===== src/rtl/uart_tx_arbiter_if.sv =====
// Source-side and UART-side handshake bundle for the shared transmitter arbiter.
// master = sources + UART model, slave = arbiter.
interface uart_tx_arbiter_if #(
  parameter int NUM_REQ = 4,
  parameter int DATA_W  = 8
);
  logic [NUM_REQ-1:0]        req;
  logic [NUM_REQ*DATA_W-1:0] req_data;
  logic [NUM_REQ-1:0]        req_last;
  logic [NUM_REQ-1:0]        ack;
  logic                      trmt;
  logic [DATA_W-1:0]         tx_data;
  logic                      tx_done;

  modport master (
    output req, req_data, req_last, tx_done,
    input  ack, trmt, tx_data
  );

  modport slave (
    input  req, req_data, req_last, tx_done,
    output ack, trmt, tx_data
  );
endinterface


===== src/rtl/uart_tx_arbiter.sv =====
// Round-robin arbiter sharing one UART transmitter among NUM_REQ byte sources,
// holding the grant for a whole frame until a byte flagged last is sent.

module uart_tx_arbiter_lane #(
  parameter  int NUM_REQ = 4,
  parameter  int IDX     = 0,
  localparam int ID_W    = $clog2(NUM_REQ)
) (
  input  logic            req,
  input  logic            lock,
  input  logic [ID_W-1:0] grant_id,
  input  logic [ID_W-1:0] rr_ptr,
  output logic            elig,
  output logic            elig_hi
);
  localparam logic [ID_W-1:0] ME = ID_W'(IDX);

  // elig_hi marks candidates at or above the pointer; they beat wrapped ones
  always_comb begin
    elig    = req && (!lock || (grant_id == ME));
    elig_hi = elig && (ME >= rr_ptr);
  end
endmodule

module uart_tx_arbiter #(
  parameter  int NUM_REQ = 4,
  parameter  int DATA_W  = 8,
  localparam int ID_W    = $clog2(NUM_REQ)
) (
  input  logic            clk,
  input  logic            rst_n,
  uart_tx_arbiter_if.slave bus,
  output logic            busy,
  output logic            lock,
  output logic [ID_W-1:0] grant_id
);
  typedef enum logic [1:0] {IDLE, LAUNCH, WAIT} state_e;

  state_e                         state_q, state_d;
  logic [NUM_REQ-1:0]             ack_q, ack_d;
  logic                           trmt_q, trmt_d;
  logic [DATA_W-1:0]              tx_data_q, tx_data_d;
  logic                           busy_q, busy_d;
  logic                           lock_q, lock_d;
  logic [ID_W-1:0]                grant_id_q, grant_id_d;
  logic [ID_W-1:0]                rr_ptr_q, rr_ptr_d;
  logic                           last_q, last_d;

  logic [NUM_REQ-1:0]             elig, elig_hi;
  logic                           pick_vld;
  logic [ID_W-1:0]                pick_idx;
  logic [NUM_REQ-1:0][DATA_W-1:0] req_data_a;

  assign req_data_a = bus.req_data;

  for (genvar g = 0; g < NUM_REQ; g++) begin : g_lane
    uart_tx_arbiter_lane #(.NUM_REQ(NUM_REQ), .IDX(g)) u_lane (
      .req      (bus.req[g]),
      .lock     (lock_q),
      .grant_id (grant_id_q),
      .rr_ptr   (rr_ptr_q),
      .elig     (elig[g]),
      .elig_hi  (elig_hi[g])
    );
  end

  // Lowest eligible index overall, overridden by the lowest at/after rr_ptr.
  always_comb begin
    pick_vld = 1'b0;
    pick_idx = '0;
    for (int i = NUM_REQ - 1; i >= 0; i--) begin
      if (elig[i]) begin
        pick_vld = 1'b1;
        pick_idx = ID_W'(i);
      end
    end
    for (int i = NUM_REQ - 1; i >= 0; i--) begin
      if (elig_hi[i]) pick_idx = ID_W'(i);
    end
  end

  always_comb begin
    state_d    = state_q;
    tx_data_d  = tx_data_q;
    grant_id_d = grant_id_q;
    last_d     = last_q;
    lock_d     = lock_q;
    rr_ptr_d   = rr_ptr_q;
    trmt_d     = 1'b0;
    ack_d      = '0;
    case (state_q)
      IDLE: begin
        if (pick_vld) begin
          tx_data_d          = req_data_a[pick_idx];
          grant_id_d         = pick_idx;
          last_d             = bus.req_last[pick_idx];
          trmt_d             = 1'b1;
          ack_d[pick_idx]    = 1'b1;
          state_d            = LAUNCH;
        end
      end
      // tx_done is still the pre-launch idle level here; ignore it
      LAUNCH: state_d = WAIT;
      WAIT: begin
        if (bus.tx_done) begin
          state_d = IDLE;
          lock_d  = !last_q;
          if (last_q)
            rr_ptr_d = (grant_id_q == ID_W'(NUM_REQ - 1)) ? '0 : grant_id_q + 1'b1;
        end
      end
      default: state_d = IDLE;
    endcase
    busy_d = (state_d != IDLE);
  end

  always_ff @(posedge clk or negedge rst_n) begin
    if (!rst_n) begin
      state_q    <= IDLE;
      ack_q      <= '0;
      trmt_q     <= 1'b0;
      tx_data_q  <= '0;
      busy_q     <= 1'b0;
      lock_q     <= 1'b0;
      grant_id_q <= '0;
      rr_ptr_q   <= '0;
      last_q     <= 1'b0;
    end else begin
      state_q    <= state_d;
      ack_q      <= ack_d;
      trmt_q     <= trmt_d;
      tx_data_q  <= tx_data_d;
      busy_q     <= busy_d;
      lock_q     <= lock_d;
      grant_id_q <= grant_id_d;
      rr_ptr_q   <= rr_ptr_d;
      last_q     <= last_d;
    end
  end

  assign bus.ack     = ack_q;
  assign bus.trmt    = trmt_q;
  assign bus.tx_data = tx_data_q;
  assign busy        = busy_q;
  assign lock        = lock_q;
  assign grant_id    = grant_id_q;
endmodule

===== src/flat_wrapper.sv =====
// flat-port wrapper written by rule: the top's interface ports become plain ports
module uart_tx_arbiter_flat 
#(
  parameter  int NUM_REQ = 4,
  parameter  int DATA_W  = 8,
  localparam int ID_W    = $clog2(NUM_REQ)
)
  (clk, rst_n, busy, lock, grant_id, bus_req, bus_req_data, bus_req_last, bus_tx_done, bus_ack, bus_trmt, bus_tx_data);
  uart_tx_arbiter_if #(.NUM_REQ(NUM_REQ), .DATA_W(DATA_W)) bus_i ();
  input  logic clk;
  input  logic rst_n;
  output logic busy;
  output logic lock;
  output logic [ID_W-1:0] grant_id;
  input wire logic [$bits(bus_i.req)-1:0] bus_req;
  input wire logic [$bits(bus_i.req_data)-1:0] bus_req_data;
  input wire logic [$bits(bus_i.req_last)-1:0] bus_req_last;
  input wire logic [$bits(bus_i.tx_done)-1:0] bus_tx_done;
  output wire logic [$bits(bus_i.ack)-1:0] bus_ack;
  output wire logic [$bits(bus_i.trmt)-1:0] bus_trmt;
  output wire logic [$bits(bus_i.tx_data)-1:0] bus_tx_data;
  assign bus_i.req = bus_req;
  assign bus_i.req_data = bus_req_data;
  assign bus_i.req_last = bus_req_last;
  assign bus_i.tx_done = bus_tx_done;
  assign bus_ack = bus_i.ack;
  assign bus_trmt = bus_i.trmt;
  assign bus_tx_data = bus_i.tx_data;
  uart_tx_arbiter #(.NUM_REQ(NUM_REQ), .DATA_W(DATA_W)) u_core (.clk(clk), .rst_n(rst_n), .bus(bus_i), .busy(busy), .lock(lock), .grant_id(grant_id));
endmodule

===== config.mk =====
export PLATFORM = sky130hd
export DESIGN_NAME = uart_tx_arbiter_flat
export DESIGN_NICKNAME = d
export VERILOG_FILES = /design/src/rtl/uart_tx_arbiter_if.sv /design/src/rtl/uart_tx_arbiter.sv /design/src/flat_wrapper.sv
export SDC_FILE = /design/constraint.sdc
export NUM_CORES = 1
export LEC_CHECK = 0
export BUFFER_PORTS_ARGS = -buffer_cell sky130_fd_sc_hd__buf_2
export CAP_MARGIN = 20
export CORE_AREA = 5 5 53 65
export CTS_CLUSTER_SIZE = 25
export DETAILED_ROUTE_END_ITERATION = 6
export DIE_AREA = 0 0 58 70
export PLACE_DENSITY = 0.83
export SYNTH_ARGS = -nofsm -noshare
export SYNTH_HDL_FRONTEND = slang
export SYNTH_HIERARCHICAL = 1
export SYNTH_SLANG_ARGS = --single-unit

===== constraint.sdc =====
create_clock -name clk -period 6.7 [get_ports clk]
set_clock_uncertainty 0.2 [all_clocks]
set_input_delay 0 -clock clk [delete_from_list [all_inputs] [get_ports clk]]
set_output_delay 0 -clock clk [all_outputs]
set_load 0.05 [all_outputs]

After elaboration in Yosys (flattened, before gate mapping)
Index checks and enable logic that the tools add are counted.
Widths: inputs -> output; s select.
- logic and storage cells: 68
- flip-flop bits (word level): 22
- bits in latches: 0
- input bits: 43
- memories kept: 0
- output and inout port bits: 17
- memory bits (read-only): 0
- bits in writable memories: 0
- multiplexer cells: 26
- shift-type cells: 0
- eq/ne operators: 5
- bitwise gates (word level): 0
- reduce and logical (&&, ||, !) cells: 21
- add/sub/neg operators: 1
- $lt $le $gt $ge: 6
- divide/modulo/power cells: 0
- multipliers: 0
- operator list (cell ; number):
    $mux 2 ; 11
    $bmux 8 s2 ; 1
    $logic_and 1x1->1 ; 9
    $mux 1 ; 8
    $mux 4 ; 2
    $mux 8 ; 1
    $eq 2x2->1 const B ; 3
    $pmux 2 s3 ; 1
    $eq 2x1->1 const B ; 2
    $ge 1x2->1 const A ; 2
    $ge 2x2->1 const A ; 2
    $logic_not 2->1 ; 2
    $logic_or 1x1->1 ; 4
    $reduce_and 2->1 ; 2
    $lt 2x3->1 const B ; 1
    $reduce_and 3->1 ; 1
    $add 2x1->2 const B ; 1
    $bmux 1 s2 ; 1
    $demux 1 s2 ; 1
    $ge 2x1->1 const B ; 1
    $logic_not 1->1 ; 2
    $reduce_bool 2->1 ; 1

Depth between registers and ports, before layout
Gate-level depths: netlist of run 1.
- word-level depth: 17
- gate-level depth with buffers: 10
- depth with buffers taken out: 8

Modules after synthesis
The synthesis of run 1 kept the hierarchy.
- by module, submodules not included (module ; times used ; cells each ; area each (um^2) ; seq. area each (um^2)):
    uart_tx_arbiter ; 1 ; 113 ; 1198.6 ; 550.5
    uart_tx_arbiter_lane at u_core.g_lane[1].u_lane ; 1 ; 4 ; 40.0 ; 0.0
    uart_tx_arbiter_lane at u_core.g_lane[2].u_lane ; 1 ; 4 ; 37.5 ; 0.0
    uart_tx_arbiter_lane at u_core.g_lane[0].u_lane ; 1 ; 4 ; 22.5 ; 0.0
    uart_tx_arbiter_lane at u_core.g_lane[3].u_lane ; 1 ; 3 ; 18.8 ; 0.0

Least setup slack after synthesis of run 1
No wires, ideal clock.
- path kind: flip-flop to flip-flop
- from: register u_core.grant_id_q[0] (netlist: u_core/grant_id[0])
- to: register u_core.tx_data_q[1] (netlist: u_core/bus.tx_data[1])
- arrival: 2.293 ns
- clock period less this slack: 2.622 ns
- stages on the path, launching flop included: 10
- setup slack: 4.078 ns
- buffers on the path: 2
- setup time: 0.129 ns
- cells stage by stage: dfrtp_1 nand2b_4 a21oi_1 nor2_2 a211o_1 buf_4 inv_2 buf_6 and4_1 a2111o_1
- elaborated cells between the ends (all ways): 31
- classes of those cells: eq/ne (3); mux (14); reduce/logical (14)
- RTL lines (item ; RTL line ; source):
    start: declaration ; uart_tx_arbiter.sv:45 ; logic [ID_W-1:0] grant_id_q, grant_id_d;
    start signal: assignment ; uart_tx_arbiter.sv:135 ; grant_id_q <= grant_id_d;
    $eq 2x2->1 * ; uart_tx_arbiter.sv:20 ; elig = req && (!lock || (grant_id == ME));
    $logic_or 1x1->1 * ; uart_tx_arbiter.sv:20 ;
    $logic_and 1x1->1 * ; uart_tx_arbiter.sv:20 ;
    named net u_core.elig[2] ; uart_tx_arbiter.sv:49 ; logic [NUM_REQ-1:0] elig, elig_hi;
    $mux 2 (3 in a row) ; uart_tx_arbiter.sv:72 ; if (elig[i]) begin
    $mux 2 (4 in a row) ; uart_tx_arbiter.sv:78 ; if (elig_hi[i]) pick_idx = ID_W'(i);
    $bmux 8 s2 ; uart_tx_arbiter.sv:94 ; tx_data_d = req_data_a[pick_idx];
    $mux 8 (implied by the code) ; uart_tx_arbiter.sv:94 ;
    end signal: assignment ; uart_tx_arbiter.sv:132 ; tx_data_q <= tx_data_d;
    end: declaration ; uart_tx_arbiter.sv:42 ; logic [DATA_W-1:0] tx_data_q, tx_data_d;
The timed path passes the listed nets; every way through them passes the cells marked *. The select of a mux whose other input is x is not followed.
A chain may end at the register's enable or synchronous reset.

Worst setup path in the final report of run 1
- from: register u_core.grant_id_q[0] (netlist: u_core/grant_id[0])
- to: register u_core.tx_data_q[6] (netlist: u_core/bus.tx_data[6])
- elaborated cells between the ends (all ways): 31
- classes of those cells: eq/ne (3); mux (14); reduce/logical (14)
- RTL lines (item ; RTL line ; source):
    $eq 2x2->1 ; uart_tx_arbiter.sv:20 ;
    $logic_or 1x1->1 ; uart_tx_arbiter.sv:20 ;
    $logic_and 1x1->1 ; uart_tx_arbiter.sv:20 ;
    $logic_and 1x1->1 ; uart_tx_arbiter.sv:21 ; elig_hi = elig && (ME >= rr_ptr);
    named net u_core.elig_hi[2] ; uart_tx_arbiter.sv:49 ;
    $mux 2 (3 in a row) ; uart_tx_arbiter.sv:78 ;
    $bmux 8 s2 ; uart_tx_arbiter.sv:94 ;
    $mux 8 (implied by the code) ; uart_tx_arbiter.sv:94 ;
The timed path passes the listed nets, and every way through them passes these cells. The select of a mux whose other input is x is not followed.

==> results of run 1 <==
## critical path, cell delays in order (launching register included)
cell and delay, ns:
dfrtp_1 0.50, nand2b_4 0.20, a221oi_2 0.30, nor2b_1 0.08
o21bai_1 0.23, and2_1 0.61, mux2i_1 0.28, dlygate4sd3_1 0.58
o221ai_1 0.11, dlygate4sd3_1 0.57
## metal layers
metal	part of all wire	vias to the layer above	wire length (µm)
met5	0	-	0
met4	0.029	0	113
met3	0.075	10	298
met2	0.52	58	2040
met1	0.38	653	1510
li1	-	647	-
## per-stage QoR
stage               power, µW  cell area [µm²]  utilization  setup slack [ns]
floorplan                 744             1320            -              4.08
global placement          832             1600        0.586              4.02
detailed placement        849             1600        0.586              3.88
CTS                      1050             1900        0.696              2.98
global route             1130             1930        0.707              2.73
finish                   1060             1930        0.707              2.93
## flip-flops by register name (all words and copies together) (netlist names), 2 cells and up
signal              flops
u_core/bus.ack          4
u_core/rr_ptr_q         2
u_core/bus.tx_data      8
u_core/state_q          2
u_core/grant_id         2
## cell type report
| class | instances | area share |
|---|---|---|
| clock buffers | 3 | 0.0117 |
| clock inverters | 1 | 0.0156 |
| inverters | 3 | 0.00583 |
| multi-input cells | 96 | 0.363 |
| flip-flops and latches | 22 | 0.285 |
| well taps | 34 | 0.0220 |
| repair buffers | 85 | 0.297 |
## timing repair
| item | CTS | global route |
|---|---|---|
| buffers inserted | 0 | 0 |
| hold endpoints to repair | 36 | 0 |
| hold buffers | 25 | 0 |
## placed cells by master, fill, tap and decap left out, types with 2 or more instances in the layout
master	synthesis	final
mux2_2	2	2
nor2b_1	2	2
clkbuf_4	0	3
nand2b_4	2	2
inv_1	2	2
o221ai_1	4	4
a2111o_1	5	5
nand2b_1	2	2
dfrtp_1	22	22
mux2i_1	8	8
and4_1	4	4
buf_2	2	59
dlygate4sd3_1	0	25
a21oi_1	7	7
nand3_1	7	7
nor4b_1	5	5
nand2_1	11	11
o21ai_1	2	2
o21ai_0	6	6
nor2_2	2	2
nor2_1	5	5
nor3_1	2	2
and3_1	2	2
## synthesized netlist by cell type (2+ instances only)
cell type | instances | share of area
dfrtp_1 | 22 | 0.42
nand2_1 | 11 | 0.031
mux2i_1 | 8 | 0.061
a21oi_1 | 7 | 0.027
nand3_1 | 7 | 0.027
o21ai_0 | 6 | 0.023
a2111o_1 | 5 | 0.043
nor2_1 | 5 | 0.014
nor4b_1 | 5 | 0.033
and4_1 | 4 | 0.027
o221ai_1 | 4 | 0.027
buf_4 | 3 | 0.017
and3_1 | 2 | 0.0095
buf_2 | 2 | 0.0076
buf_6 | 2 | 0.017
inv_1 | 2 | 0.0057
mux2_2 | 2 | 0.017
nand2b_1 | 2 | 0.0095
nand2b_4 | 2 | 0.021
nor2_2 | 2 | 0.0095
nor2b_1 | 2 | 0.0095
nor3_1 | 2 | 0.0076
o21ai_1 | 2 | 0.0076
## final timing paths
| path | start | end | cells past startpoint |
|---|---|---|---|
| worst max-delay path | u_core/grant_id[0] | u_core/bus.tx_data[6] | 9 |
| worst min-delay path | bus_req[0] | u_core/bus.ack[0] | 4 |
| worst max register to register | u_core/grant_id[0] | u_core/bus.tx_data[6] | 9 |
| worst min register to register | u_core/last_q | u_core/lock | 1 |
| max in group asynchronous | rst_n | u_core/rr_ptr_q[0] | 4 |
| min in group asynchronous | rst_n | u_core/bus.ack[1] | 3 |
## power breakdown
group / switching, µW / internal, µW / total (µW)
clock: 39.7 / 60.4 / 100
sequential: 56.1 / 198 / 254
combinational: 434 / 271 / 705
## kinds of logic (layout without fill, tap and decap cells)
logic type | Yosys count | after routing | share of synthesized area
and+or+nand+nor | 51 | 51 | 0.239
adders and majority gates | 1 | 1 | 0.00950
muxes | 10 | 10 | 0.0779
DFF | 22 | 22 | 0.418
AOI/OAI and AO/OA | 34 | 34 | 0.205
buffers and inverters | 10 | 92 | 0.0503
==> results.sh, run 1 <==
export IMPL_cp_end_kind="flip-flop"
export IMPL_fin_crit_sh=0.563
export IMPL_ys_ff_latch=22
export IMPL_hpwl_mm=2.73
export IMPL_grtUsageTotal=0.203
export IMPL_reg2reg_setup_slack_ns=2.93
export IMPL_h_tree_depth=1
export IMPL_drive_gt1_frac=0.376
export IMPL_clkTransAtPathRegs_ns=0.12
export IMPL_rows=21
export IMPL_tightest_slew_ns=0.678
export IMPL_busiest_layer="met2"
export IMPL_syn_area_mm2=0.00132
export IMPL_grt_pass1_wl_mm=6.50
export IMPL_fillers=202
export IMPL_synth_ff_type="dfrtp_1"
export IMPL_seq_area_um2=551
export IMPL_synth_edf_count=0
export IMPL_antenna_found_initial=0
export IMPL_top_level_ports=60
export IMPL_core_mm2=0.00273
export IMPL_syn_inst=128
export IMPL_wl_per_cell_um=16.2
export IMPL_vdd_drop_max_v=0.000367
export IMPL_cts_made_buffers=3
export IMPL_synth_fp_nets=172
export IMPL_clkLatencyLatePin_ns=0.30
export IMPL_cts_resized=0
export IMPL_setup_violations_final=0
export IMPL_drc=0
export IMPL_leakagePower_uw=0.000974
export IMPL_drtIter0Drc=77
export IMPL_clock_path_buffers=2
export IMPL_ys_seq_area_frac=0.418
export IMPL_yosysWarnings=6
export IMPL_via_per_inst=5.61
export IMPL_gp_congestion=0.884
export IMPL_crit_required_ns=6.70
export IMPL_hold_viol_final=0
export IMPL_worstSetupStartpointType="flip-flop"
export IMPL_status="finished clean"
export IMPL_instances_no_fill=244
export IMPL_timing_hold_ws_ns=0.0711
export IMPL_worstPathArrival_ns=3.77
export IMPL_cap_viol_max_count=0
export IMPL_cts_tree="built"
export IMPL_fin_crit_ns=3.77
export IMPL_grt_pass1_vias=1462
export IMPL_critical_path_class="flip-flop to flip-flop"
export IMPL_avgSynthCellArea_um2=10.3
export IMPL_powerDensity_mw_per_mm2=549
export IMPL_antennaDiodeCount=0
export IMPL_start_util=0.482
export IMPL_use_met2=0.354
export IMPL_grt_max_degree=23
export IMPL_path_max_fanout=14
export IMPL_setup_tns_ns=0
export IMPL_grt_util_met1=0.228
export IMPL_multi_input_area_um2=701
export IMPL_slew_headroom=0.548
export IMPL_slew_viol_final=0
export IMPL_chipHeight_um=70
export IMPL_overflow=0
export IMPL_die_w_um=58
export IMPL_die_area_mm2=0.00406
export IMPL_drt_pass1_iterations=4
export IMPL_area_growth_pct=46.5
export IMPL_cts_sinks=22
export IMPL_fin_nets=255
export IMPL_numPortBuffers=59
export IMPL_synthDistinctLibCells=42
export IMPL_via_count=1368
export IMPL_cts_root_buf="clkbuf_4"
export IMPL_dpl_cell_count=214
export IMPL_met3_usage=0.0424
export IMPL_fmax_mhz=265
export IMPL_grt_setup_unrepaired="no"
export IMPL_routed_wl_mm=3.96
export IMPL_ys_async_sr_fraction=1.00
export IMPL_drtAntennaViolNets=0
export IMPL_hold_path_class="primary input to flip-flop"
Note: power is estimated with default switching activity, not from simulation.
==> run 2, diff against run 1 <==
- CORE_AREA: 5 5 53 65 -> 5 5 55 67
- DIE_AREA: 0 0 58 70 -> 0 0 60 72
- PLACE_DENSITY: 0.83 -> 0.78
- clock period: 6.7 -> 3.6 ns (I/O delays scaled with it)
==> run 2 against run 1 <==
Compared with the run above:
- clock power up 37%
- utilization down 5.2 points
- worst setup slack worse by 2.6 ns
- maximum frequency up 14%
- highest routed layer unchanged
- largest cell class unchanged
- critical path depth down 1
- critical endpoint is now u_core/bus.tx_data[1]
- die area up 6.4%
- cell count up 2.5%
==> results.sh, run 2 (same netlist as run 1, synthesis figures left out) <==
export IMPL_status="finished clean"
export IMPL_hpwl_mm=2.76
export IMPL_p_sw_uw=971
export IMPL_seq_area_um2=551
export IMPL_clkTransAtPathRegs_ns=0.13
export IMPL_wl_per_cell_um=15.3
export IMPL_setup_slack_ns=0.296
export IMPL_rows=22
export IMPL_worstPathArrival_ns=3.30
export IMPL_worstSetupStartpointType="flip-flop"
export IMPL_crit_required_ns=3.60
export IMPL_fin_crit_sh=0.918
export IMPL_fin_crit_ns=3.30
export IMPL_cts_sinks=22
export IMPL_chipHeight_um=72
export IMPL_fmax_mhz=303
export IMPL_post_cts_setup_buffer_count=0
export IMPL_start_util=0.443
export IMPL_fin_nets=259
export IMPL_p_int_uw=908
export IMPL_h_tree_depth=1
export IMPL_powerDensity_mw_per_mm2=966
export IMPL_tightest_slew_ns=0.727
export IMPL_leakagePower_uw=0.000975
export IMPL_drtAntennaViolNets=0
export IMPL_drc=0
export IMPL_timing_hold_ws_ns=0.0905
export IMPL_area_growth_pct=47.7
export IMPL_clock_path_buffers=2
export IMPL_slew_headroom=0.515
export IMPL_path_max_fanout=14
export IMPL_share_comb_of_total_power=0.677
export IMPL_antenna_found_initial=0
export IMPL_routed_wl_mm=3.82
export IMPL_hold_viol_final=0
export IMPL_fillers=251
export IMPL_core_mm2=0.00297
export IMPL_vdd_drop_max_v=0.000549
export IMPL_grtUsageTotal=0.191
export IMPL_place_ws_ns=0.785
export IMPL_multi_input_area_um2=702
export IMPL_die_w_um=60
export IMPL_via_per_inst=5.40
export IMPL_drtIter0Drc=40
export IMPL_via_count=1350
export IMPL_setup_tns_ns=0
export IMPL_drive_gt1_frac=0.374
export IMPL_cts_tree="built"
export IMPL_die_area_mm2=0.00432
export IMPL_antennaDiodeCount=0
export IMPL_numPortBuffers=59
export IMPL_grt_setup_unrepaired="no"
export IMPL_largest_register_ffs=8
export IMPL_pwr_share_seq=0.250
export IMPL_grt_max_degree=23
export IMPL_slew_viol_final=0
export IMPL_layout_commonest_cell="buf_2"
export IMPL_p_sw_frac=0.517
export IMPL_final_cell_mix="buf_2 (59), dlygate4sd3_1 (29), dfrtp_1 (22)"
export IMPL_clkLatencyLatePin_ns=0.30
export IMPL_cts_root_buf="clkbuf_4"
export IMPL_grt_pass1_wl_mm=6.46
export IMPL_overflow=0
export IMPL_cts_made_buffers=3
export IMPL_instances_no_fill=250
export IMPL_total_power_uw=1880
export IMPL_cap_viol_max_count=0
export IMPL_dpl_cell_count=216
export IMPL_drt_pass1_iterations=4
export IMPL_hold_path_class="primary input to flip-flop"
export IMPL_critical_path_class="flip-flop to flip-flop"
export IMPL_cp_end_kind="flip-flop"
export IMPL_grt_pass1_vias=1454
export IMPL_gp_congestion=0.888
export IMPL_top_level_ports=60
export IMPL_setup_violations_final=0
export IMPL_clkPwrFrac=0.073
[run 2: cell count changes in the layout (fill, tap and decap cells not counted), sizes merged]
| cell | previous run | this run |
|---|---|---|
| dlygate4sd3 | 25 | 29 |
| clkbuf | 3 | 4 |
| bufinv | 1 | 0 |
[run 2: worst max-delay path, stage by stage, from the launching register on]
cell and delay (ns):
dfrtp_1 0.50, nand2b_4 0.19, a221oi_2 0.34, nor2b_1 0.09, o21bai_1 0.21, and2_1 0.64
nor4b_1 0.15, a2111o_1 0.32, dlygate4sd3_1 0.56
[run 2: worst paths after layout]
path / startpoint / to / slack (ns) / cells past startpoint
max in group asynchronous: rst_n / u_core/state_q[0] / 2.20 / 4
setup reg to reg: u_core/grant_id[0] / u_core/bus.tx_data[1] / 0.30 / 8
hold reg to reg: u_core/bus.tx_data[5] / u_core/bus.tx_data[5] / 0.31 / 2
setup / recovery: u_core/grant_id[0] / u_core/bus.tx_data[1] / 0.30 / 8
min in group asynchronous: rst_n / u_core/last_q / 0.54 / 3
hold / removal: bus_req[0] / u_core/bus.ack[0] / 0.09 / 4
[run 2: final cells by class]
type / count / share of cell area
Multi-Input combinational cell: 96 / 0.361
Timing Repair Buffer: 89 / 0.309
Sequential cell: 22 / 0.283
Tap cell: 36 / 0.0232
Clock buffer: 4 / 0.0186
Inverter: 3 / 0.00579
[run 2: timing repair]
item                                   in CTS  in global routing
endpoints found under the hold margin      36                  0
gates resized for setup                     0                  1
setup endpoints to repair                   0                  5
hold buffers                               29                  0
[run 2: power groups by stage]
stage	Sequential [µW]	Clock [µW]	Combinational, µW
6_report	469	137	1270
5_1_grt	490	149	1380
4_1_cts	468	137	1250
3_5_place_dp	473	0	1110
3_3_place_gp	469	0	1080
2_1_floorplan	771	0	614
[run 2: per-stage QoR]
stage / utilization / cell area (µm²)
5_1_grt: 0.654 / 1950
2_1_floorplan: - / 1320
3_3_place_gp: 0.539 / 1600
4_1_cts: 0.649 / 1930
3_5_place_dp: 0.539 / 1600
6_report: 0.654 / 1950
[run 2: per-layer routing]
| layer | GRT usage | routed length, µm | vias up |
|---|---|---|---|
| met5 | 0 | 0 | - |
| met3 | 0.0214 | 181 | 8 |
| met2 | 0.345 | 2100 | 32 |
| met1 | 0.214 | 1460 | 656 |
| met4 | 0.0936 | 72 | 0 |
| li1 | - | - | 654 |
